## config.mk

```make
export PLATFORM = sky130hd
export DESIGN_NAME = lsu_mem_stage_flat
export DESIGN_NICKNAME = d
export VERILOG_FILES = /design/src/rtl/lsu_mem_stage_if.sv /design/src/rtl/lsu_mem_stage.sv /design/src/flat_wrapper.sv
export SDC_FILE = /design/constraint.sdc
export NUM_CORES = 1
export LEC_CHECK = 0
export CAP_MARGIN = 15
export CORE_MARGIN = 1
export CORE_UTILIZATION = 48
export CTS_CLUSTER_SIZE = 24
export DETAILED_ROUTE_END_ITERATION = 8
export GPL_TIMING_DRIVEN = 0
export MAX_ROUTING_LAYER = met4
export PLACE_DENSITY = 0.82
export SETUP_SLACK_MARGIN = 0.1
export SLEW_MARGIN = 20
export SYNTH_ARGS = -nofsm -noshare
export SYNTH_HDL_FRONTEND = slang
export SYNTH_SLANG_ARGS = --single-unit
```

## constraint.sdc

```tcl
create_clock -name clock -period 2.8 [get_ports clock]
set_input_delay 0.56 -clock clock [delete_from_list [all_inputs] [get_ports clock]]
set_output_delay 0.56 -clock clock [all_outputs]
set_load 0.03 [all_outputs]
```

## src/rtl/lsu_mem_stage_if.sv

```systemverilog
// EXU-side instruction bus, SRAM request/response bus and WBU result bus of the load/store stage.
// The stage itself takes the slave modport; the driving environment takes the master modport.
interface lsu_mem_stage_if #(
    parameter int XLEN = 32
);
    logic            in_valid;
    logic            in_ready;
    logic            in_is_load;
    logic            in_is_store;
    logic [2:0]      in_funct3;
    logic [XLEN-1:0] in_addr;
    logic [XLEN-1:0] in_wdata;

    logic            mem_req_valid;
    logic            mem_req_ready;
    logic [XLEN-1:0] mem_addr;
    logic            mem_wen;
    logic [XLEN-1:0] mem_wdata;
    logic [3:0]      mem_wstrb;
    logic            mem_resp_valid;
    logic [XLEN-1:0] mem_resp_data;

    logic            out_valid;
    logic            out_ready;
    logic [XLEN-1:0] out_result;
    logic            out_misalign;
    logic            out_fault;

    modport slave (
        input  in_valid, in_is_load, in_is_store, in_funct3, in_addr, in_wdata,
        output in_ready,
        output mem_req_valid, mem_addr, mem_wen, mem_wdata, mem_wstrb,
        input  mem_req_ready, mem_resp_valid, mem_resp_data,
        output out_valid, out_result, out_misalign, out_fault,
        input  out_ready
    );

    modport master (
        output in_valid, in_is_load, in_is_store, in_funct3, in_addr, in_wdata,
        input  in_ready,
        input  mem_req_valid, mem_addr, mem_wen, mem_wdata, mem_wstrb,
        output mem_req_ready, mem_resp_valid, mem_resp_data,
        input  out_valid, out_result, out_misalign, out_fault,
        output out_ready
    );
endinterface

```

## src/rtl/lsu_mem_stage.sv

```systemverilog
// Load/store stage in front of the data SRAM; min latency 3 cycles accept->out_valid (1 for pass-through/misaligned).
// One instruction in flight: in_ready only in IDLE; request held until mem_req_ready, result held until out_ready.
module lsu_mem_stage #(
    parameter int XLEN    = 32,
    parameter int TIMEOUT = 255
) (
    input  logic            clock,
    input  logic            reset,
    lsu_mem_stage_if.slave  bus
);
    localparam int  CW    = (TIMEOUT > 1) ? $clog2(TIMEOUT + 1) : 1;
    localparam bit  TO_EN = (TIMEOUT > 0);

    typedef enum logic [1:0] {IDLE, REQ, WAIT, DONE} state_t;

    state_t          state_q, state_d;
    logic            live_q;
    logic            st_q;
    logic [2:0]      f3_q;
    logic [XLEN-1:0] addr_q, wdata_q;
    logic [XLEN-1:0] res_q, res_d;
    logic            mis_q, mis_d;
    logic            flt_q, flt_d;
    logic [CW-1:0]   cnt_q, cnt_d;

    logic            accept;
    logic            mem_op;
    logic            bad_acc;
    logic [CW-1:0]   cnt_inc;
    logic            to_hit;
    logic [XLEN-1:0] ld_shift;
    logic [XLEN-1:0] ld_val;
    logic [3:0]      strb_base;

    assign accept  = bus.in_valid && bus.in_ready;
    assign mem_op  = bus.in_is_load || bus.in_is_store;
    assign cnt_inc = cnt_q + 1'b1;
    assign to_hit  = TO_EN && (cnt_inc == CW'(TIMEOUT));

    // Illegal width encodings and unaligned H/W accesses never reach the SRAM.
    always_comb begin
        bad_acc = 1'b0;
        case (bus.in_funct3)
            3'b000:         bad_acc = 1'b0;
            3'b001:         bad_acc = bus.in_addr[0];
            3'b010:         bad_acc = (bus.in_addr[1:0] != 2'b00);
            3'b100:         bad_acc = bus.in_is_store;
            3'b101:         bad_acc = bus.in_is_store || bus.in_addr[0];
            default:        bad_acc = 1'b1;
        endcase
    end

    always_comb begin
        ld_shift = bus.mem_resp_data >> {addr_q[1:0], 3'b000};
        ld_val   = ld_shift;
        case (f3_q)
            3'b000:  ld_val = {{(XLEN-8){ld_shift[7]}}, ld_shift[7:0]};
            3'b001:  ld_val = {{(XLEN-16){ld_shift[15]}}, ld_shift[15:0]};
            3'b100:  ld_val = {{(XLEN-8){1'b0}}, ld_shift[7:0]};
            3'b101:  ld_val = {{(XLEN-16){1'b0}}, ld_shift[15:0]};
            default: ld_val = ld_shift;
        endcase
    end

    always_comb begin
        state_d = state_q;
        res_d   = res_q;
        mis_d   = mis_q;
        flt_d   = flt_q;
        cnt_d   = cnt_q;
        case (state_q)
            IDLE: begin
                if (accept) begin
                    cnt_d = '0;
                    mis_d = 1'b0;
                    flt_d = 1'b0;
                    res_d = bus.in_addr;
                    if (!mem_op) begin
                        state_d = DONE;
                    end else if (bad_acc) begin
                        mis_d   = 1'b1;
                        state_d = DONE;
                    end else begin
                        state_d = REQ;
                    end
                end
            end
            REQ: begin
                cnt_d = cnt_inc;
                if (to_hit) begin
                    flt_d   = 1'b1;
                    res_d   = '0;
                    state_d = DONE;
                end else if (bus.mem_req_ready) begin
                    state_d = WAIT;
                end
            end
            WAIT: begin
                cnt_d = cnt_inc;
                // A response on the limit cycle still completes normally.
                if (bus.mem_resp_valid) begin
                    res_d   = st_q ? '0 : ld_val;
                    state_d = DONE;
                end else if (to_hit) begin
                    flt_d   = 1'b1;
                    res_d   = '0;
                    state_d = DONE;
                end
            end
            DONE: begin
                if (bus.out_ready) begin
                    state_d = IDLE;
                end
            end
            default: state_d = IDLE;
        endcase
    end

    always_ff @(posedge clock or negedge reset) begin
        if (!reset) begin
            state_q <= IDLE;
            live_q  <= 1'b0;
            st_q    <= 1'b0;
            f3_q    <= '0;
            addr_q  <= '0;
            wdata_q <= '0;
            res_q   <= '0;
            mis_q   <= 1'b0;
            flt_q   <= 1'b0;
            cnt_q   <= '0;
        end else begin
            state_q <= state_d;
            live_q  <= 1'b1;
            res_q   <= res_d;
            mis_q   <= mis_d;
            flt_q   <= flt_d;
            cnt_q   <= cnt_d;
            if (accept) begin
                st_q    <= bus.in_is_store;
                f3_q    <= bus.in_funct3;
                addr_q  <= bus.in_addr;
                wdata_q <= bus.in_wdata;
            end
        end
    end

    always_comb begin
        case (f3_q[1:0])
            2'b00:   strb_base = 4'b0001;
            2'b01:   strb_base = 4'b0011;
            default: strb_base = 4'b1111;
        endcase
    end

    // live_q keeps in_ready low while reset is held and until the first edge after release.
    assign bus.in_ready      = live_q && (state_q == IDLE);
    assign bus.mem_req_valid = (state_q == REQ);
    assign bus.mem_addr      = (state_q == REQ) ? {addr_q[XLEN-1:2], 2'b00} : '0;
    assign bus.mem_wen       = (state_q == REQ) && st_q;
    assign bus.mem_wstrb     = ((state_q == REQ) && st_q) ? (strb_base << addr_q[1:0]) : 4'b0000;
    assign bus.mem_wdata     = ((state_q == REQ) && st_q) ? (wdata_q << {addr_q[1:0], 3'b000}) : '0;
    assign bus.out_valid     = (state_q == DONE);
    assign bus.out_result    = (state_q == DONE) ? res_q : '0;
    assign bus.out_misalign  = (state_q == DONE) && mis_q;
    assign bus.out_fault     = (state_q == DONE) && flt_q;
endmodule

```

## src/flat_wrapper.sv

```systemverilog
// flat-port wrapper written by rule: the top's interface ports become plain ports
module lsu_mem_stage_flat 
#(
    parameter int XLEN    = 32,
    parameter int TIMEOUT = 255
)
  (clock, reset, bus_in_valid, bus_in_is_load, bus_in_is_store, bus_in_funct3, bus_in_addr, bus_in_wdata, bus_in_ready, bus_mem_req_valid, bus_mem_addr, bus_mem_wen, bus_mem_wdata, bus_mem_wstrb, bus_mem_req_ready, bus_mem_resp_valid, bus_mem_resp_data, bus_out_valid, bus_out_result, bus_out_misalign, bus_out_fault, bus_out_ready);
  lsu_mem_stage_if #(.XLEN(XLEN)) bus_i ();
  input  logic clock;
  input  logic reset;
  input wire logic [$bits(bus_i.in_valid)-1:0] bus_in_valid;
  input wire logic [$bits(bus_i.in_is_load)-1:0] bus_in_is_load;
  input wire logic [$bits(bus_i.in_is_store)-1:0] bus_in_is_store;
  input wire logic [$bits(bus_i.in_funct3)-1:0] bus_in_funct3;
  input wire logic [$bits(bus_i.in_addr)-1:0] bus_in_addr;
  input wire logic [$bits(bus_i.in_wdata)-1:0] bus_in_wdata;
  output wire logic [$bits(bus_i.in_ready)-1:0] bus_in_ready;
  output wire logic [$bits(bus_i.mem_req_valid)-1:0] bus_mem_req_valid;
  output wire logic [$bits(bus_i.mem_addr)-1:0] bus_mem_addr;
  output wire logic [$bits(bus_i.mem_wen)-1:0] bus_mem_wen;
  output wire logic [$bits(bus_i.mem_wdata)-1:0] bus_mem_wdata;
  output wire logic [$bits(bus_i.mem_wstrb)-1:0] bus_mem_wstrb;
  input wire logic [$bits(bus_i.mem_req_ready)-1:0] bus_mem_req_ready;
  input wire logic [$bits(bus_i.mem_resp_valid)-1:0] bus_mem_resp_valid;
  input wire logic [$bits(bus_i.mem_resp_data)-1:0] bus_mem_resp_data;
  output wire logic [$bits(bus_i.out_valid)-1:0] bus_out_valid;
  output wire logic [$bits(bus_i.out_result)-1:0] bus_out_result;
  output wire logic [$bits(bus_i.out_misalign)-1:0] bus_out_misalign;
  output wire logic [$bits(bus_i.out_fault)-1:0] bus_out_fault;
  input wire logic [$bits(bus_i.out_ready)-1:0] bus_out_ready;
  assign bus_i.in_valid = bus_in_valid;
  assign bus_i.in_is_load = bus_in_is_load;
  assign bus_i.in_is_store = bus_in_is_store;
  assign bus_i.in_funct3 = bus_in_funct3;
  assign bus_i.in_addr = bus_in_addr;
  assign bus_i.in_wdata = bus_in_wdata;
  assign bus_in_ready = bus_i.in_ready;
  assign bus_mem_req_valid = bus_i.mem_req_valid;
  assign bus_mem_addr = bus_i.mem_addr;
  assign bus_mem_wen = bus_i.mem_wen;
  assign bus_mem_wdata = bus_i.mem_wdata;
  assign bus_mem_wstrb = bus_i.mem_wstrb;
  assign bus_i.mem_req_ready = bus_mem_req_ready;
  assign bus_i.mem_resp_valid = bus_mem_resp_valid;
  assign bus_i.mem_resp_data = bus_mem_resp_data;
  assign bus_out_valid = bus_i.out_valid;
  assign bus_out_result = bus_i.out_result;
  assign bus_out_misalign = bus_i.out_misalign;
  assign bus_out_fault = bus_i.out_fault;
  assign bus_i.out_ready = bus_out_ready;
  lsu_mem_stage #(.XLEN(XLEN), .TIMEOUT(TIMEOUT)) u_core (.clock(clock), .reset(reset), .bus(bus_i));
endmodule
```

==> results of run 1 <==
[per-stage QoR]
stage / cells / util / power [mW] / hold slack [ns] / worst slack [ns]
after floorplan: 709 / - / 7.418 / 0.2644 / 0.1030
after global placement: 1099 / 0.6645 / 9.550 / 0.4791 / -3.205
after detailed placement: 1100 / 0.6666 / 9.713 / 0.4857 / -0.5499
after CTS: 1133 / 0.7071 / 11.98 / 0.09096 / 0.06024
after global routing: 1138 / 0.7110 / 12.91 / 0.1165 / 0.04462
final: 1138 / 0.7110 / 12.23 / 0.07453 / 0.1077
[cell families (layout without fill, tap and decap cells)]
group                      count (synthesis)  after routing
xor gates and xnor gates                   2              2
buffers and inverters                     75            323
muxes                                    111            111
other                                      2              3
adders and majority gates                  7              7
and+or+nand+nor                          213            214
DFF                                      113            113
AOI/OAI and AO/OA                        185            185
[routing by layer]
metal	global-route usage	routed length, um
met5	-	0
met4	0.1341	818
met3	0.07435	2187
met2	0.5176	11330
met1	0.4213	9403
[placed cells by master, fill, tap and decap left out, types with 8 or more instances in the layout]
master           instances
inv_1                   15
o221ai_1                16
nand2_1                 38
clkbuf_1                17
nor2_1                  42
nor2b_1                 17
a21oi_1                 33
o311ai_1                12
mux2i_1                 29
nand3_1                 14
dfrtp_1                112
clkbuf_16               17
o2111ai_1                8
clkbuf_2                10
buf_4                   23
clkdlybuf4s50_1        111
mux4_2                   8
buf_2                   24
o21ai_0                 58
and2_1                  67
dlygate4sd2_1           64
a211oi_1                15
mux2_2                  69
and2_2                   8
buf_1                    9
[worst min-delay path by stage]
| stage | startpoint | endpoint | depth (start not counted) | slack (ns) |
|---|---|---|---|---|
| after floorplan | reset | u_core.addr_q[0] | 0 | 0.26 |
| after global placement | u_core.addr_q[28] | u_core.addr_q[28] | 1 | 0.48 |
| after detailed placement | u_core.wdata_q[24] | u_core.wdata_q[24] | 1 | 0.49 |
| after CTS | reset | u_core.cnt_q[1] | 1 | 0.09 |
| after global routing | reset | u_core.cnt_q[1] | 1 | 0.12 |
| final | reset | u_core.cnt_q[1] | 1 | 0.07 |
[cells in the mapped netlist, types with 2 or more instances]
library cell,number,area share
nor3_1,3,0.0022
nand2b_1,5,0.0045
buf_1,9,0.0048
a21boi_0,2,0.0022
or4_1,3,0.0032
buf_2,10,0.0072
o22ai_1,2,0.0018
inv_1,17,0.0091
buf_4,10,0.011
mux4_2,8,0.026
mux2i_1,34,0.049
nor2b_1,18,0.016
a222oi_1,7,0.010
ha_1,7,0.013
o2111ai_1,8,0.010
nand3_1,14,0.010
dfrtp_1,113,0.41
a21o_1,3,0.0032
o21ai_0,58,0.042
and2_1,75,0.067
a221oi_1,3,0.0038
a21oi_1,34,0.024
nor2_1,43,0.023
xor2_1,2,0.0025
o221ai_1,16,0.020
a22o_1,5,0.0063
conb_1,2,0.0011
clkbuf_1,27,0.015
a211oi_1,19,0.020
o311ai_0,4,0.0050
or3_1,2,0.0018
o311ai_1,12,0.015
nand2_1,40,0.022
buf_6,2,0.0032
nor4_1,3,0.0027
mux2_2,69,0.11
[sequential cells by signal (all words and copies together), names as in the netlist]
| register | count |
|---|---|
| u_core.addr_q | 32 |
| u_core.res_q | 32 |
| u_core.wdata_q | 32 |
| u_core.cnt_q | 8 |
| u_core.f3_q | 3 |
| u_core.state_q | 2 |
| u_core.flt_q | 1 |
| u_core.live_q | 1 |
| u_core.mis_q | 1 |
| u_core.st_q | 1 |
[area by class of cell]
type / instances / area [um2]
fill: 1089 / 4058
clock buffer: 20 / 456.7
inverter: 17 / 63.81
buffer: 58 / 356.6
timing repair buffer: 217 / 1971
sequential: 113 / 2829
multi-input combinational: 522 / 3921
clock inverter: 11 / 161.4
tap: 180 / 225.2
[worst max-delay path: cells and delay by family (launching register included)]
kind,cells,cell delay (ns)
adder cells (fa/ha/maj),1,0.18
buffers and inverters,4,0.91
flip-flops,1,0.45
AND/OR/NAND/NOR,1,0.16
[what timing repair did]
action	CTS	global route
endpoints found under the setup margin	98	58
cloned	1	0
endpoints found under the hold margin	0	0
pin swaps	1	0
buffers inserted	1	5
gates resized for setup	246	40
[power breakdown]
group / internal [mW] / leakage [nW] / switching, mW
logic: 2.76 / 2.87 / 4.15
clock network: 1.52 / 0.305 / 0.769
registers: 2.44 / 1.38 / 0.592
total: 6.73 / 4.56 / 5.51
==> metrics.md, run 1 <==
| Metric | Value |
|---|---|
| Core area | `roughly 14,000 um2` |
| R2r startpoint | `u_core.state_q[0]` |
| Post-synthesis cell type count | `between 50 and 60` |
| Post-route cell area | `about 10000 um2` |
| Cell Area, Placed | `roughly 9400 um2` |
| Post-synth EDFFs | `0` |
| Critical path's largest stage delay | `approximately 0.45 ns` |
| Clk_skew | `between 0.004 and 0.005 ns` |
| Finish-stage setup viols | `0` |
| WS Path Type | `flip-flop to output pin` |
| DRT Wirelength | `approximately 24,000 um` |
| Post-synthesis mux area share | `0.1859` |
| Avg Cell Area, Syn | `roughly 9.9 um2` |
| Endpoint class of the critical path | `output pin` |
| Peak supply drop | `approximately 760 uV` |
| RSZ-0062 raised after global routing | `yes` |
| Grt total ovfl | `0` |
| Area growth, synth to finish | `43.04%` |
| Final net count | `1,060` |
| Fin Setup TNS | `0 ns` |
| Vias per Instance | `5.989` |
| Vias post-DR | `6,816` |
| CTS Buffer Depth | `2` |
| Final routed DRC violation total | `0` |
| Layout cells sized above 1 | `0.2265` |
| Critical path endpoint | `bus_mem_addr[14]` |
| Simple-gate portion of the synthesized area | `0.1626` |
| Clock-pin slew on the worst setup and hold paths | `0.05 ns` |
| Sequential fraction of the synthesis area | `0.4051` |
| CTS buffer count | `17` |
| DP Wirelength | `between 15,000 and 20,000 um` |
| Max H-tree Level | `4` |
| Yosys reg bits | `about 110` |
| Max Clk Rate | `between 300 and 400 MHz` |
| Tcrit/Tclk final | `0.9615` |
| CTS root buf | `clkbuf_16` |
| Area of the mapped netlist | `around 7000 um2` |
| Largest family of logic cells by synthesized area | `multiplexers` |
| Yosys warnings | `0` |
| Hold Vio Cnt, Final | `0` |
| Critical Path RT | `~2.2 ns` |
| Max-Cap Viols | `0` |
| # diodes | `0` |
| TritonRoute pass-1 iters | `8` |
| Critical Path Source | `u_core.state_q[1]` |
| Static Leak | `~4.6 nW` |
| CP max-delay cell | `dfrtp_2` |
| WP data arrival | `roughly 2.1 ns` |
| Largest net degree at the start of global routing | `between 60 and 70` |
| TritonCTS clock tree | `yes` |
| Initial Util | `0.4971` |
| Hold Path Class | `input pin to async pin` |
| Vias in the first global route | `around 6,600` |
| CTS Sinks | `approximately 110` |
| Die Span Y | `between 100 and 150 um` |
| Power Dens Cells | `approximately 1200 nW/um2` |
| Capture point of the worst reg-to-reg path | `u_core.res_q[11]` |
| Rows | `43` |
| Relative slew slack | `0.4695` |
| Top_reg_cell synth | `dfrtp_1` |
| Clk_lat worst skew | `~0.42 ns` |
| Initial antenna violation count | `0` |
| Final RePlAce weighted congestion | `a little over 0.9` |
| Synth Area in Adders | `0.01255` |
| Slew Viols, Final | `0` |
| # port buffers | `210` |
| Crit-path cells | `inv_2, ha_4, buf_4, clkbuf_2, and2_1, dlygate4sd2_1` |
| Cell count after synthesis | `708` |
| Least-Margin Pin Slew | `just under 0.8 ns` |
| Compound-Gate Fraction of Synth Area | `0.1807` |
| WL/cell | `about 21 um` |
| CP max FO | `10` |
| CTS Hold Bufs | `0` |
| Worst Setup Start Kind | `flip-flop` |
| Status | `complete, no violations` |
| Die Span X | `about 120 um` |
| Worst r2r path cells | `8` |
| Die area | `15,030 um2` |
| Fin crit period | `around 2.7 ns` |
| First-pass GRT wire length | `36,070 um` |
| Post-DRT Antenna Nets | `0` |
| I/O Pins | `213` |
| Xor/xnor share of the synthesized area | `0.002509` |
| All-Layer GR Usage | `0.3331` |
| Asr flop ratio synth | `1.000` |
| R2R Setup Slk | `0.18 ns` |
| Drt initial violations | `about 840` |
Note: power is estimated with default switching activity, not from simulation.
==> run 2, diff against run 1 <==
--- a/config.mk
+++ b/config.mk
@@ -12,7 +12,7 @@
 export DETAILED_ROUTE_END_ITERATION = 8
 export GPL_TIMING_DRIVEN = 0
 export MAX_ROUTING_LAYER = met4
-export PLACE_DENSITY = 0.82
+export PLACE_DENSITY = 0.81
 export SETUP_SLACK_MARGIN = 0.1
 export SLEW_MARGIN = 20
 export SYNTH_ARGS = -nofsm -noshare
==> metrics.md, run 2 (synthesis results as in run 1) <==
| Metric | Value |
|---|---|
| Final net count | `1,060 (unchanged)` |
| CP max-delay cell | `dfrtp_1 (was dfrtp_2)` |
| # port buffers | `210 (unchanged)` |
| Critical path's largest stage delay | `0.36 ns (was 0.45 ns)` |
| Post-route cell area | `10,010 um2 (was 9985 um2)` |
| Grt total ovfl | `0 (unchanged)` |
| Critical Path RT | `2.24 ns (about the same)` |
| Fin Setup TNS | `0 ns (unchanged)` |
| Worst r2r path cells | `8 (unchanged)` |
| Die Span X | `122.6 um (unchanged)` |
| Crit-path cells | `clkbuf_4, buf_12, buf_12, buf_12, mux2i_1, nor2_1, a21oi_1, nor2_1, buf_2 (was inv_2, ha_4, buf_4, clkbuf_2, and2_1, dlygate4sd2_1)` |
| Final RePlAce weighted congestion | `0.9329 (was 0.9212)` |
| Die area | `15,030 um2 (unchanged)` |
| Worst Setup Start Kind | `flip-flop (unchanged)` |
| Max-Cap Viols | `0 (unchanged)` |
| R2R Setup Slk | `0.20 ns (was 0.18 ns)` |
| TritonRoute pass-1 iters | `8 (unchanged)` |
| RSZ-0062 raised after global routing | `yes (unchanged)` |
| Relative slew slack | `0.5117 (was 0.4695)` |
| Peak supply drop | `603.6 uV (was 762.5 uV)` |
| DP Wirelength | `17,350 um (was 17,210 um)` |
| Clk_lat worst skew | `0.43 ns (was 0.42 ns)` |
| Clk_skew | `0.01066 ns (was 0.004048 ns)` |
| Non-Filler Instances | `1,138 (unchanged)` |
| Hold Vio Cnt, Final | `0 (unchanged)` |
| Largest registers | `u_core.addr_q: 32 flops, u_core.res_q: 32 flops, u_core.wdata_q: 32 flops (unchanged)` |
| CTS Sinks | `113 (unchanged)` |
| Post-DRT Antenna Nets | `0 (unchanged)` |
| CTS root buf | `clkbuf_16 (unchanged)` |
| CP bufs+invs | `5 (was 4)` |
| Commonest non-fill, non-tap cell in the layout | `dfrtp_1 (unchanged)` |
| I/O Pins | `213 (unchanged)` |
| Status | `complete, no violations (unchanged)` |
| Slew Viols, Final | `0 (unchanged)` |
| Critical path endpoint | `bus_mem_wdata[22] (was bus_mem_addr[14])` |
| TritonCTS clock tree | `yes (unchanged)` |
| Drt initial violations | `731 (was 842)` |
| CP max FO | `10 (unchanged)` |
| Final core utilization | `0.7132 (was 0.7110)` |
| CTS Hold Bufs | `0 (unchanged)` |
| All-Layer GR Usage | `0.3385 (was 0.3331)` |
| Least-Margin Pin Slew | `0.7325 ns (was 0.7928 ns)` |
| Final routed DRC violation total | `0 (unchanged)` |
| WP data arrival | `2.14 ns (was 2.13 ns)` |
| Max H-tree Level | `4 (unchanged)` |
| Placed cells | `1,100 (unchanged)` |
| Pre-CTS setup slack | `-0.4752 ns (was -0.5499 ns)` |
| Layout cells sized above 1 | `0.2380 (was 0.2265)` |
| Worst setup margin | `0.1003 ns (was 0.1077 ns)` |
| Sequential cell area | `2829 um2 (unchanged)` |
| WL/cell | `21.33 um (was 20.86 um)` |
| Rows | `43 (unchanged)` |
| Vias per Instance | `6.067 (was 5.989)` |
| Static Leak | `4.545 nW (was 4.555 nW)` |
| Area growth, synth to finish | `43.47% (was 43.04%)` |
| Core area | `14,040 um2 (unchanged)` |
| Initial Util | `0.4971 (unchanged)` |
| Fill cells | `1,077 (was 1,089)` |
| Max Clk Rate | `370.4 MHz (was 371.4 MHz)` |
| CTS buffer count | `17 (unchanged)` |
| Power Dens Cells | `1218 nW/um2 (was 1225 nW/um2)` |
| Fin crit period | `2.700 ns (was 2.692 ns)` |
| Cell Area, Placed | `9360 um2 (unchanged)` |
| CP top delay family | `buffers and inverters (unchanged)` |
| Vias in the first global route | `6,629 (was 6,571)` |
| Capture point of the worst reg-to-reg path | `u_core.res_q[27] (was u_core.res_q[11])` |
| Critical Path Source | `u_core.addr_q[0] (was u_core.state_q[1])` |
| Crit path depth | `9 (was 6)` |
| First-pass GRT wire length | `36,570 um (was 36,070 um)` |
| Initial antenna violation count | `0 (unchanged)` |
| DRT Wirelength | `24,270 um (was 23,740 um)` |
| R2r startpoint | `u_core.state_q[0] (unchanged)` |
| Endpoint class of the critical path | `output pin (unchanged)` |
| Commonest non-fill, non-tap cells in the layout | `dfrtp_1 (112), clkdlybuf4s50_1 (110), mux2_2 (69) (was dfrtp_1 (112), clkdlybuf4s50_1 (111), mux2_2 (69))` |
| WS Path Type | `flip-flop to output pin (unchanged)` |
| Tcrit/Tclk final | `0.9642 (was 0.9615)` |
| Hold Path Class | `input pin to async pin (unchanged)` |
| Multi-input combinational cell area | `3939 um2 (was 3921 um2)` |
| Most frequent CP cell | `buf_12` |
| Die Span Y | `122.6 um (unchanged)` |
| Vias post-DR | `6,904 (was 6,816)` |
| Largest net degree at the start of global routing | `71 (was 67)` |
| # diodes | `0 (unchanged)` |
| CTS Buffer Depth | `2 (unchanged)` |
| Finish-stage setup viols | `0 (unchanged)` |
| Clock-pin slew on the worst setup and hold paths | `0.05 ns (about the same)` |
run 2: cell type report:
class                   instances  share of cell area
clock buffers                  22             0.04935
well taps                     180             0.02249
flip-flops and latches        113              0.2825
plain buffers                  58             0.03911
multi-input cells             522              0.3933
clock inverters                 9            0.008121
repair buffers                217              0.1988
inverters                      17            0.006372
run 2: per-layer routing:
layer  wire (um)  global-route usage  part of all wire  vias to the layer above
met4         769              0.1387             0.032                        0
met3        2175             0.08504             0.090                       65
met2       11600              0.5305              0.48                      381
met1        9725              0.4168              0.40                     3396
met5           0                   -                 0                        -
li1            -                   -                 -                     3062
run 2: power by group:
group	switching [mW]	internal, mW
clock network	0.765	1.32
registers	0.624	2.44
logic	4.19	2.85
run 2: per-stage QoR:
step | hold slack [ns] | power, mW
after floorplan | 0.2644 | 7.418
after global placement | 0.4796 | 9.589
after detailed placement | 0.4873 | 9.735
after CTS | 0.06755 | 11.86
after global routing | 0.08221 | 12.86
final | 0.05901 | 12.20
run 2: what timing repair did:
item,in CTS,in global routing
setup buffers,3,3
endpoints found under the setup margin,104,63
gates resized for setup,260,57
gates cloned,1,0
pin swaps,1,1
run 2: worst min path at each step:
stage | from | to | slack (ns)
6_report | reset | u_core.cnt_q[1] | 0.06
3_5_place_dp | u_core.addr_q[4] | u_core.addr_q[4] | 0.49
3_3_place_gp | u_core.wdata_q[24] | u_core.wdata_q[24] | 0.48
4_1_cts | reset | u_core.cnt_q[0] | 0.07
5_1_grt | reset | u_core.cnt_q[0] | 0.08
2_1_floorplan | reset | u_core.addr_q[0] | 0.26
